`src/rtl/instr_encoder.sv`:
```
`default_nettype none
// ============================================================================
// Module   : instr_encoder
// Purpose  : Packs instruction requests into 9-bit words and streams them into
//            instruction memory, terminating each program with a DONE word.
// Revision : 1.0 - initial release
// ============================================================================
module instr_encoder (
    input  logic       clk,
    input  logic       reset,
    input  logic       start,
    input  logic       req_valid,
    output logic       req_ready,
    input  logic [2:0] req_opcode,
    input  logic [1:0] req_sub,
    input  logic [2:0] req_rd,
    input  logic [2:0] req_rs,
    input  logic [5:0] req_imm,
    input  logic       req_last,
    output logic       im_we,
    output logic [9:0] im_addr,
    output logic [8:0] im_wdata,
    output logic       busy,
    output logic       done,
    output logic       err,
    output logic [1:0] err_code,
    output logic [9:0] instr_count
);

    typedef enum logic [1:0] {
        S_IDLE = 2'd0,
        S_RUN  = 2'd1,
        S_TERM = 2'd2,
        S_FIN  = 2'd3
    } state_t;

    localparam logic [8:0] c_done_word  = 9'b011_11_0000;
    localparam logic [9:0] c_last_addr  = 10'd1023;
    localparam logic [9:0] c_count_max  = 10'd1023;
    localparam logic [1:0] c_err_field  = 2'b01;
    localparam logic [1:0] c_err_ovf    = 2'b10;

    state_t     r_state;
    logic [9:0] r_addr;
    logic [9:0] r_count;
    logic       r_we;
    logic [9:0] r_wr_addr;
    logic [8:0] r_wdata;
    logic       r_err;
    logic [1:0] r_err_code;

    logic       w_accept;
    logic       w_is_bms;
    logic       w_illegal;
    logic       w_is_done;
    logic [8:0] w_word;
    logic [9:0] w_count_inc;

    assign w_accept  = req_valid && req_ready;
    assign w_is_bms  = (req_opcode == 3'b010) || (req_opcode == 3'b011) ||
                       (req_opcode == 3'b100);
    // Only 4 immediate bits fit in B/M/S words, so the upper two must be sign copies.
    assign w_illegal = w_is_bms && (req_imm[5:4] != {req_imm[3], req_imm[3]});
    assign w_is_done = (req_opcode == 3'b011) && (req_sub == 2'b11);

    // Saturate so an overflowed program (1024 words) does not wrap to zero.
    assign w_count_inc = (r_count == c_count_max) ? r_count : r_count + 10'd1;

    always_comb begin
        w_word = {req_opcode, req_imm};
        case (req_opcode)
            3'b111, 3'b110, 3'b101: w_word = {req_opcode, req_rd, req_rs};
            3'b010, 3'b011, 3'b100: w_word = {req_opcode, req_sub, req_imm[3:0]};
            default:                w_word = {req_opcode, req_imm};
        endcase
    end

    always_ff @(posedge clk) begin
        if (reset) begin
            r_state    <= S_IDLE;
            r_addr     <= 10'd0;
            r_count    <= 10'd0;
            r_we       <= 1'b0;
            r_wr_addr  <= 10'd0;
            r_wdata    <= 9'd0;
            r_err      <= 1'b0;
            r_err_code <= 2'b00;
        end else begin
            r_we <= 1'b0;
            case (r_state)
                S_IDLE: begin
                    if (start) begin
                        r_state <= S_RUN;
                        r_addr  <= 10'd0;
                        r_count <= 10'd0;
                    end
                end
                S_RUN: begin
                    if (w_accept) begin
                        if (w_illegal) begin
                            if (!r_err) begin
                                r_err      <= 1'b1;
                                r_err_code <= c_err_field;
                            end
                            if (req_last) begin
                                r_state <= S_TERM;
                            end
                        end else begin
                            r_we      <= 1'b1;
                            r_wr_addr <= r_addr;
                            r_wdata   <= w_is_done ? c_done_word : w_word;
                            r_addr    <= r_addr + 10'd1;
                            r_count   <= w_count_inc;
                            if (w_is_done) begin
                                r_state <= S_FIN;
                            end else if (req_last) begin
                                r_state <= S_TERM;
                            end
                        end
                    end else if (r_addr == c_last_addr) begin
                        r_state <= S_TERM;
                        if (!r_err) begin
                            r_err      <= 1'b1;
                            r_err_code <= c_err_ovf;
                        end
                    end
                end
                S_TERM: begin
                    r_we      <= 1'b1;
                    r_wr_addr <= r_addr;
                    r_wdata   <= c_done_word;
                    r_count   <= w_count_inc;
                    r_state   <= S_FIN;
                end
                S_FIN: begin
                    if (start) begin
                        r_state    <= S_RUN;
                        r_addr     <= 10'd0;
                        r_count    <= 10'd0;
                        r_err      <= 1'b0;
                        r_err_code <= 2'b00;
                    end
                end
                default: r_state <= S_IDLE;
            endcase
        end
    end

    assign req_ready   = (r_state == S_RUN) && (r_addr != c_last_addr);
    assign busy        = (r_state == S_RUN) || (r_state == S_TERM);
    assign done        = (r_state == S_FIN);
    assign im_we       = r_we;
    assign im_addr     = r_wr_addr;
    assign im_wdata    = r_wdata;
    assign err         = r_err;
    assign err_code    = r_err_code;
    assign instr_count = r_count;

endmodule
`default_nettype wire

```
`config.mk`:
```
export PLATFORM = sky130hd
export DESIGN_NAME = instr_encoder
export DESIGN_NICKNAME = d
export VERILOG_FILES = /design/src/rtl/instr_encoder.sv
export SDC_FILE = /design/constraint.sdc
export NUM_CORES = 1
export LEC_CHECK = 0
export ABC_CLOCK_PERIOD_IN_PS = 2500
export CAP_MARGIN = 25
export CORE_UTILIZATION = 41
export CTS_BUF_LIST = sky130_fd_sc_hd__clkbuf_8
export DETAILED_ROUTE_END_ITERATION = 12
export PLACE_DENSITY = 0.68
export SYNTH_ARGS = -nofsm -noshare
export SYNTH_HDL_FRONTEND = slang
export SYNTH_SLANG_ARGS = --single-unit
```
`constraint.sdc`:
```
create_clock -name clk -period 2.5 [get_ports clk]
set_clock_uncertainty 0.15 [all_clocks]
set_input_delay 0.25 -clock clk [delete_from_list [all_inputs] [get_ports clk]]
set_output_delay 0.25 -clock clk [all_outputs]
set_load 0.01 [all_outputs]
```
**Yosys cells after proc, flatten, opt, wreduce, memory -nomap -nowiden**

Index checks and enable logic that the tools add are counted.

- Register bits after elaboration: 45
- Input port bits: 22
- Output and inout bits: 36
- Word-level logic and storage cells: 89

- $add $sub $neg: 2
- Equal/unequal tests: 21
- Muxes and demuxes: 38
- Reductions and logical operators: 20

Operators by type and width:

| operator | number |
|---|---|
| 2-to-1 mux 10 bit | 8 |
| one-hot mux 10 bit (2 select lines) | 2 |
| one-hot mux 10 bit (3 select lines) | 1 |
| 2-to-1 mux 9 bit | 3 |
| 2-to-1 mux 2 bit | 12 |
| adder 10 x 1 -> 10 bit (second input constant) | 2 |
| equality test 10 bit (second input constant) | 2 |
| one-hot mux 9 bit (2 select lines) | 1 |
| equality test 3 bit (second input constant) | 4 |
| one-hot mux 6 bit (2 select lines) | 1 |
| inequality test 10 bit (second input constant) | 1 |
| inequality test 2 bit (second input constant) | 4 |
| AND reduction 4 bit | 2 |
| equality test 2 bit (second input constant) | 3 |
| equality test 3 x 2 -> 1 bit (second input constant) | 2 |
| 2-to-1 mux 1 bit | 6 |
| inequality test 3 bit (second input constant) | 2 |
| one-hot mux 2 bit (3 select lines) | 1 |
| AND reduction 3 bit | 2 |
| nonzero test 2 bit | 3 |
| OR reduction 3 bit | 2 |
| AND reduction 5 bit | 1 |
| logical AND 1 bit | 4 |
| one-hot mux 1 bit (2 select lines) | 2 |
| 8 further kinds | 10 |

**Longest topological paths before layout**

Gate-level depths: netlist of the first run.

- Depth after elaboration: 7
- Gate-level depth with buffers: 9
- Depth with buffers taken out: 7

**Least setup slack after synthesis of the first run**

OpenSTA, ideal clock, no wires.

- Kind: register to register
- From: reg r_state[0]
- To: reg r_count[7] (netlist: instr_count[7])
- Setup time: 0.066 ns
- Data arrival time: 1.808 ns
- Data required time: 2.284 ns
- Slack: 0.476 ns
- Stages on the path, launching flop included: 9
- Buffers on the path: 1
- Period minus slack after synthesis: 2.024 ns
- Cell sequence: dfxtp_1 inv_1 ha_1 buf_2 inv_1 nand3_1 or3_1 a31o_1 a21oi_2

- Cells in the longest elaborated chain, start to end: 5
- Elaborated cells on any way between the ends: 12
- Classes of those cells: 6 x eq/ne; 1 x mux; 5 x reduce/logical

RTL lines:

| what | RTL line | RTL |
|---|---|---|
| start: declaration | 43 | `state_t r_state;` |
| start signal: assignment | 80 | `r_state <= S_IDLE;` |
| start signal: assignment | 93 | `r_state <= S_RUN;` |
| start signal: assignment | 106 | `r_state <= S_TERM;` |
| equality test 2 x 1 -> 1 bit | 90, 149 |  |
| logical AND 1 bit | 149 | `assign req_ready = (r_state == S_RUN) && (r_addr != c_last_addr);` |
| logical AND 1 bit | 59 | `assign w_accept = req_valid && req_ready;` |
| inequality test 2 bit (no source line) | - |  |
| AND reduction 3 bit (no source line) | - |  |
| end signal: assignment | 113 | `r_count <= w_count_inc;` |
| end signal: assignment | 132 | `r_count <= w_count_inc;` |
| end: declaration | 45 | `logic [9:0] r_count;` |

Several ways; a longest one is shown, not always the timed one.
A chain may end at the register's enable or synchronous reset.

**Final worst setup path of the first run**

- From: reg r_state[0]
- To: out busy

- Cells in the longest elaborated chain, start to end: 2
- Elaborated cells on any way between the ends: 3
- Classes of those cells: 2 x eq/ne; 1 x reduce/logical

RTL lines:

| what | RTL line | RTL |
|---|---|---|
| equality test 2 x 1 -> 1 bit or equality test 2 bit (tied branches) | 150 | `assign busy = (r_state == S_RUN) \|\| (r_state == S_TERM);` |
| logical OR 1 bit (*) | 150 |  |
| end: declaration | 23 | `output logic busy,` |

Mark *: on every way between the ends. The rest lies on a longest branch, timed or not.

==> reports/qor.yml, run 1 <==
die_height_microns: 78.3
synth-compound-area-share_pct: 23.4
fmax_mhz: 419
syn_nets: 301
postLayoutCellArea_sq_mm: 0.00320
p_total_mw: 2.50
fin_crit_sh_pct: 95.5
port_buffers: 57
wire_per_inst_microns: 14.0
cts_buffers: 5
via_per_inst: 5.52
ys_seq_area_share_pct: 37.7
pre_cts_ws_ns: 0.0195
reg2reg_slack_ns: 0.16
clock_latency_ns: 0.30
grt_overflow: 0
worst_pin_slew_ns: 0.514
cp-end-kind: "output pin"
path_buf_inv: 3
worstHoldPathType: "flip-flop to flip-flop"
critical_path_arrival_ns: 1.99
worst-endpoint-required_ns: 2.10
worstSetupPathType: "flip-flop to output pin"
clock_path_buffers: 2
yosysTopAreaCell: "dfxtp_1"
synthXorXnorAreaFrac_pct: 0
rows: 27
critPathLaunch: "r_state[0]"
grt_pass1_wl_mm: 9.89
yosys.area_share.adder_pct: 2.62
drc: 0
cts_sinks: 45
status: "completed"
timing.final.ws_setup_ns: 0.114
first_pass_iters: 4
fill_cells: 544
crit_chain: "inv_1 > ha_1 > inv_2 > clkdlybuf4s50_1"
first_iter_violations: 124
cts_hold_buf: 0
die_w_microns: 78.3
area_growth_pct: 33.7
start_util_pct: 42.9
ys_seq_elements: 45
slew_viol_final: 0
setup_tns_ns: 0
synth_edf_count: 0
n_antenna_cell: 0
cts_max_level: 2
async_flop_share_pct: 0
powerDensity_mw_per_mm2: 783
routed_wl_mm: 5.74
synth-simple-area-share_pct: 24.5
rsz0062_at_grt: "false"
grt_usage_pct: 20.2
finalNetCount: 365
hp-start: "im_wdata[8]"
synth_top_family_by_area: "simple AND/OR/NAND/NOR gates"
clkSlewWorstSetupHoldPaths_ns: 0.09
cp_max_fo: 10
placed_area_sq_mm: 0.00309
antenna_found_initial: 0
yosysWarnings: 0
die_area_sq_mm: 0.00614
io_pins: 58
period_needed_ns: 2.39
grt_max_degree: 23
maxSlewHeadroom_pct: 65.5
critPathMaxStageDelay_ns: 0.56
p_leak_nw: 1.07
avgSynthCellArea_sq_um: 8.72
cts-root-buf: "clkbuf_8"
place.gp.congestion: 0.826
crit_slowest_cell: "clkdlybuf4s50_1"
route.antenna.remaining_nets: 0
layout-drive-gt1-share_pct: 12.7
yosysMostFrequentCell: "dfxtp_1"
cts_tree: "yes"
coreArea_sq_mm: 0.00557
cp_top_family: "buffers and inverters"
synthMuxAreaShare_pct: 7.12
ys_top_cells_by_count: "dfxtp_1, nor2_1, mux2i_1, a21oi_1, o21ai_0"
dp_hpwl_mm: 4.24
start_kind: "flip-flop"
ys.flop_type: "dfxtp_1"
syn_area_sq_mm: 0.00239
synth_top_area_share_pct: 37.7
reg2reg_from: "r_state[0]"
cap_violations: 0
synth_area_leaders: "dfxtp_1, mux2i_1, nor2_1"
synth_cell_type_count: 52
synthCells: 274
vias: 2267
vdd_drop_max_v: 0.000475
setup_violations: 0
hold_viol_final: 0
grt_pass1_vias: 2152
[path summary, 6_finish.rpt]
kind | cells past startpoint | end
setup / recovery | 4 | busy
hold reg to reg | 2 | im_wdata[8]
setup reg to reg | 7 | r_addr[2]
hold / removal | 2 | im_wdata[8]
[layout by cell type, fill, tap and decap left out, types with 3 or more instances in the layout]
master            n
a21oi_1          15
a21oi_2           7
buf_4            14
clkbuf_8          5
clkdlybuf4s50_1  57
clkinvlp_4        3
dfxtp_1          45
ha_1              4
inv_1             8
mux2i_1          17
nand2_1           7
nand2b_1          6
nand3_1          12
nand3b_1          5
nand4_1           6
nor2_1           30
nor2b_1           6
nor3_1            5
o21ai_0          13
o22ai_1           5
o31ai_1          11
or3_1             8
or3b_1            4
or4_1             6
[worst register-to-register path, delay by kind of cell, from the launching register on]
| kind | cells | cell delay (ns) |
|---|---|---|
| DFF | 1 | 0.40 |
| buffers and inverters | 2 | 0.33 |
| and+or+nand+nor | 2 | 0.55 |
| adders and majority gates | 1 | 0.44 |
| AOI/OAI and AO/OA | 2 | 0.41 |
[flip-flops by register name, summed over array words and instances (netlist names)]
register,flops
im_we,1
im_wdata,9
im_addr,10
instr_count,10
r_state,2
err_code,2
err,1
r_addr,10
[layout make-up]
cell class	count	area, sq um	share of cell area, %
Inverter	10	37.5	1.17
Tap cell	72	90.1	2.82
Timing Repair Buffer	71	676	21.1
Clock buffer	5	68.8	2.15
Multi-Input combinational cell	205	1400	43.8
Clock inverter	3	22.5	0.705
Sequential cell	45	901	28.2
[through the flow]
step | hold WS (ns) | util, % | instances
2_1_floorplan | 0.243 | - | 274
3_3_place_gp | 0.317 | 55.4 | 403
4_1_cts | 0.336 | 57.1 | 411
3_5_place_dp | 0.322 | 55.4 | 403
6_report | 0.328 | 57.3 | 411
5_1_grt | 0.378 | 57.3 | 411
[layer usage]
| layer | part of all wire [%] | up-vias | GRT usage [%] |
|---|---|---|---|
| li1 | - | 1147 | - |
| met4 | 0.84 | 0 | 7.59 |
| met2 | 46 | 53 | 31.7 |
| met1 | 48 | 1060 | 27.2 |
| met5 | 0 | - | 0 |
| met3 | 5.2 | 7 | 3.95 |
[cell families after synthesis]
logic type,after synthesis
and+or+nand+nor,106
DFF,45
adders and majority gates,5
AOI/OAI and AO/OA,77
muxes,17
buffers and inverters,24
[what timing repair did]
item	4_1_cts	5_1_grt
setup buffers	0	0
endpoints found under the setup margin	1	2
resized for setup	1	4
[report_power, final]
| part | switching, mW | total, mW | internal [mW] |
|---|---|---|---|
| clock network | 0.269 | 0.465 | 0.196 |
| logic | 0.615 | 1.15 | 0.537 |
| registers | 0.0721 | 0.886 | 0.814 |
| total | 0.956 | 2.50 | 1.55 |
Note: power is estimated with default switching activity, not from simulation.
==> run 2: changes to the inputs <==
--- a/config.mk
+++ b/config.mk
@@ -11,6 +11,7 @@
 export CTS_BUF_LIST = sky130_fd_sc_hd__clkbuf_8
 export DETAILED_ROUTE_END_ITERATION = 12
 export PLACE_DENSITY = 0.68
+export REMOVE_ABC_BUFFERS = 1
 export SYNTH_ARGS = -nofsm -noshare
 export SYNTH_HDL_FRONTEND = slang
 export SYNTH_SLANG_ARGS = --single-unit
==> run 2 against run 1 <==
Setup slack got worse by 0.026 ns. Register-to-register slack improved by 0.11 ns. Core utilization increased by 1.1 points. Wire length increased by 3.9%. Via count increased by 2.8%. Combinational power increased by 4%. Cell count increased by 0.97%. Non-clock buffer count increased by 4. Sequential power about the same. First-iteration DRC count decreased by 38%. Critical path depth increased by 2. Critical endpoint is now req_ready.
==> reports/qor.yml, run 2 (same netlist as run 1, synthesis figures left out) <==
status: "completed"
critical_path_arrival_ns: 2.01
hold_viol_final: 0
n_antenna_cell: 0
instances_no_fill: 415
cts_max_level: 2
final_cell_mix: "clkdlybuf4s50_1, dfxtp_1, nor2_1"
die_height_microns: 78.3
setup_tns_ns: 0
period_needed_ns: 2.41
cts_tree: "yes"
slew_viol_final: 0
clock_path_buffers: 2
grt_pass1_wl_mm: 9.95
crit_slowest_cell: "clkdlybuf4s50_1"
layout-drive-gt1-share_pct: 15.2
grt_pass1_vias: 2210
finalNetCount: 369
cts-root-buf: "clkbuf_8"
cts_setup_buffers: 0
wire_per_inst_microns: 14.4
antenna_found_initial: 0
cts_sinks: 45
die_w_microns: 78.3
start_util_pct: 42.9
first_pass_iters: 4
maxSlewHeadroom_pct: 62.5
fmax_mhz: 415
critPathLaunch: "r_state[0]"
hp-start: "im_wdata[8]"
clkSlewWorstSetupHoldPaths_ns: 0.08
vdd_drop_max_v: 0.000395
coreArea_sq_mm: 0.00557
io_pins: 58
holdPathStages: 2
placed_cells: 407
grt_usage_pct: 20.3
timing.final.ws_setup_ns: 0.0876
crit_chain: "ha_2 > buf_4 > o31ai_2 > buf_4 > inv_2 > clkdlybuf4s50_1"
port_buffers: 57
p_leak_nw: 1.12
grt_overflow: 0
dp_hpwl_mm: 4.51
worstHoldPathType: "flip-flop to flip-flop"
grt_max_degree: 25
first_iter_violations: 77
fin_crit_sh_pct: 96.5
cts_hold_buf: 0
drc: 0
holdWs_ns: 0.328
rows: 27
final_common_cell: "clkdlybuf4s50_1"
pre_cts_ws_ns: 0.0433
cp-end-kind: "output pin"
ff2ff_path_depth: 7
setup_violations: 0
rsz0062_at_grt: "true"
start_kind: "flip-flop"
worst-endpoint-required_ns: 2.10
cap_violations: 0
critPathMaxStageDelay_ns: 0.54
via_per_inst: 5.61
reg2reg_from: "r_state[1]"
clock_latency_ns: 0.29
area_growth_pct: 36.2
powerDensity_mw_per_mm2: 792
cts_buffers: 5
route.antenna.remaining_nets: 0
worstSetupPathType: "flip-flop to output pin"
routed_wl_mm: 5.97
vias: 2330
crit_top_cell: "buf_4"
cp_max_fo: 8
worst_pin_slew_ns: 0.558
place.gp.congestion: 0.878
die_area_sq_mm: 0.00614
[run 2: what timing repair did]
action,CTS,global route
resized for setup,2,7
endpoints found under the hold margin,0,0
cloned,0,0
endpoints found under the setup margin,1,8
[run 2: worst paths after layout]
kind | to | slack, ns
setup / recovery | req_ready | 0.09
setup reg to reg | r_addr[5] | 0.27
hold / removal | im_wdata[8] | 0.33
hold reg to reg | im_wdata[8] | 0.33
[run 2: metal layers]
layer  track usage, %  wire, microns
met2             35.0           2830
met4             7.22             93
met3             4.19            289
met1             24.9           2760
met5                0              0
[run 2: where the power goes]
group          switching, mW  internal, mW  total, mW
clock network          0.239         0.250      0.489
registers             0.0705         0.816      0.886
logic                  0.627         0.574       1.20
total                  0.937          1.64       2.58
[run 2: worst max-delay path, delay by kind of cell (launching register included)]
kind / cells / cell delay, ns
flip-flops: 1 / 0.41
AO/OA/AOI/OAI: 1 / 0.06
buffers and inverters: 4 / 0.94
adder cells (fa/ha/maj): 1 / 0.30
[run 2: final cells by class]
class                   instances  area (sq um)
clock buffers                   7          96.3
clock inverters                 1          5.00
fillers                       520          2320
inverters                      10          37.5
multi-input cells             205          1400
flip-flops and latches         45           903
well taps                      72          90.1
repair buffers                 75           718
[run 2: through the flow]
step                      area (sq um)  power, mW  utilization [%]
after floorplan                   2320       1.54                -
after global placement            3130       2.06             56.1
after detailed placement          3130       2.08             56.1
after CTS                         3230       2.58             58.0
after global routing              3250       2.75             58.4
final                             3250       2.58             58.4
==> RTL edit (settings of run 2) <==
Make the reset (`reset`) asynchronous in one clocked block.
--- a/src/rtl/instr_encoder.sv
+++ b/src/rtl/instr_encoder.sv
@@ -75,7 +75,7 @@
         endcase
     end
 
-    always_ff @(posedge clk) begin
+    always_ff @(posedge clk or posedge reset) begin
         if (reset) begin
             r_state    <= S_IDLE;
             r_addr     <= 10'd0;
Behaviour: differs if reset is asserted again (counterexample within 4 cycles, from zero or initial values and one cycle with reset high); with reset held inactive, the same outputs for 10 cycles.
==> RTL edit against run 2 <==
Setup slack better by 34 ps. Total power rose by 34%. Wire length is 4.2% higher. Die area increased by 7.6%. Sequential cell count stayed put. Register-to-register slack got worse by 90 ps. Final area is 5.4% higher. Synthesized area increased by 7.8%.
==> RTL edit: results (changes against run 2) <==
| Metric | Value |
|---|---|
| DR iter-0 viols | `135 (+75%)` |
| Largest net degree at the start of global routing | `27 (+8.0%)` |
| Outcome | `completed` |
| Routability cong. | `0.879 (+0.10%)` |
| Final net count | `353 (-4.3%)` |
| Slowest CP cell | `dfrtp_1` |
| Post-synthesis sequential area ratio | `0.437 (+0.0601)` |
| CP max FO | `6 (-2)` |
| Vias in the first global route | `2139 (-3.2%)` |
| Global-route wire length before repair | `10.3 mm (+3.8%)` |
| Total wire length | `6.22 mm (+4.2%)` |
| Total number of vias | `2314 (-0.69%)` |
| Async SR Flop Fraction | `1.00 (+1.00)` |
| Netlist cell types | `56 (+7.7%)` |
| Max IR drop VDD | `0.580 mV (+47%)` |
| Synth top cells by count | `dfrtp_1 (45), nand2_1 (20), nor2_1 (16)` |
| DP Wirelength | `4.55 mm (+0.94%)` |
| Worst Hold Class | `input port to async pin` |
| Post-Place Setup Slack | `17.0 ps (-26.3 ps)` |
| Reg2reg start | `r_addr[0]` |
| Fraction of layout cells with a size suffix above 1 | `0.144 (-0.00787)` |
| Slew margin rel. | `0.635 (+0.00991)` |
| Clock-pin slew on the worst setup and hold paths | `100 ps (+20 ps)` |
| Slowest stage delay, CP | `370 ps (-170 ps)` |
| Static leakage | `0.00147 uW (+32%)` |
| Internal power | `2030 uW (+24%)` |
[RTL edit: cell types whose count changed in the layout (fill, tap and decap cells not counted), sizes merged, moves of 8 or more]
cell and change:
a21oi -13, nor2 -14, dfrtp +45, dfxtp -45, a221o +8, mux2 +10, nand2 +13, nor4 +9
mux2i -11
[RTL edit: per-layer routing]
metal	vias up	share of wire	GRT usage
li1	1119	-	-
met1	1134	0.48	0.280
met2	59	0.48	0.329
met3	2	0.037	0.0326
met4	0	0.0018	0.0393
met5	-	0	0
[RTL edit: logic make-up after synthesis]
kind of cell               synth area share
AOI/OAI and AO/OA                     0.212
adders and majority gates            0.0243
buffers and inverters                0.0413
DFF                                   0.437
muxes                                0.0758
and+or+nand+nor                       0.210
[RTL edit: final cells by class]
class,count,area [um^2],share of cell area
multi-input combinational,189,1350,0.393
sequential,45,1130,0.328
timing repair buffer,74,726,0.212
tap,75,93.8,0.0274
clock buffer,5,68.8,0.0201
inverter,11,41.3,0.0120
clock inverter,3,25.0,0.00730
[RTL edit: power groups by stage]
stage | sequential (uW) | clock (uW) | combinational (uW)
5_1_grt | 1130 | 516 | 2040
3_3_place_gp | 1100 | 0 | 1850
2_1_floorplan | 1150 | 0 | 964
3_5_place_dp | 1110 | 0 | 1860
6_report | 1100 | 473 | 1870
4_1_cts | 1100 | 482 | 1860
[RTL edit: stage by stage]
stage          std cells  hold WS [ps]
2_1_floorplan        245           270
3_3_place_gp         394           312
3_5_place_dp         394           320
4_1_cts              402           128
5_1_grt              402           161
6_report             402           106
[RTL edit: timing repair]
item / 4_1_cts / 5_1_grt
gates resized for setup: 2 / 2
setup endpoints to repair: 1 / 1
pin swaps: 1 / 0
[RTL edit: worst paths after layout]
path                       slack, ps  cells past startpoint        endpoint
max in group asynchronous       1590                      3      r_state[0]
setup reg to reg                 180                      7  instr_count[8]
setup / recovery                 120                      6       req_ready
hold / removal                   110                      2      im_addr[5]
min in group clk                 330                      2     im_wdata[3]
hold reg to reg                  330                      2     im_wdata[3]
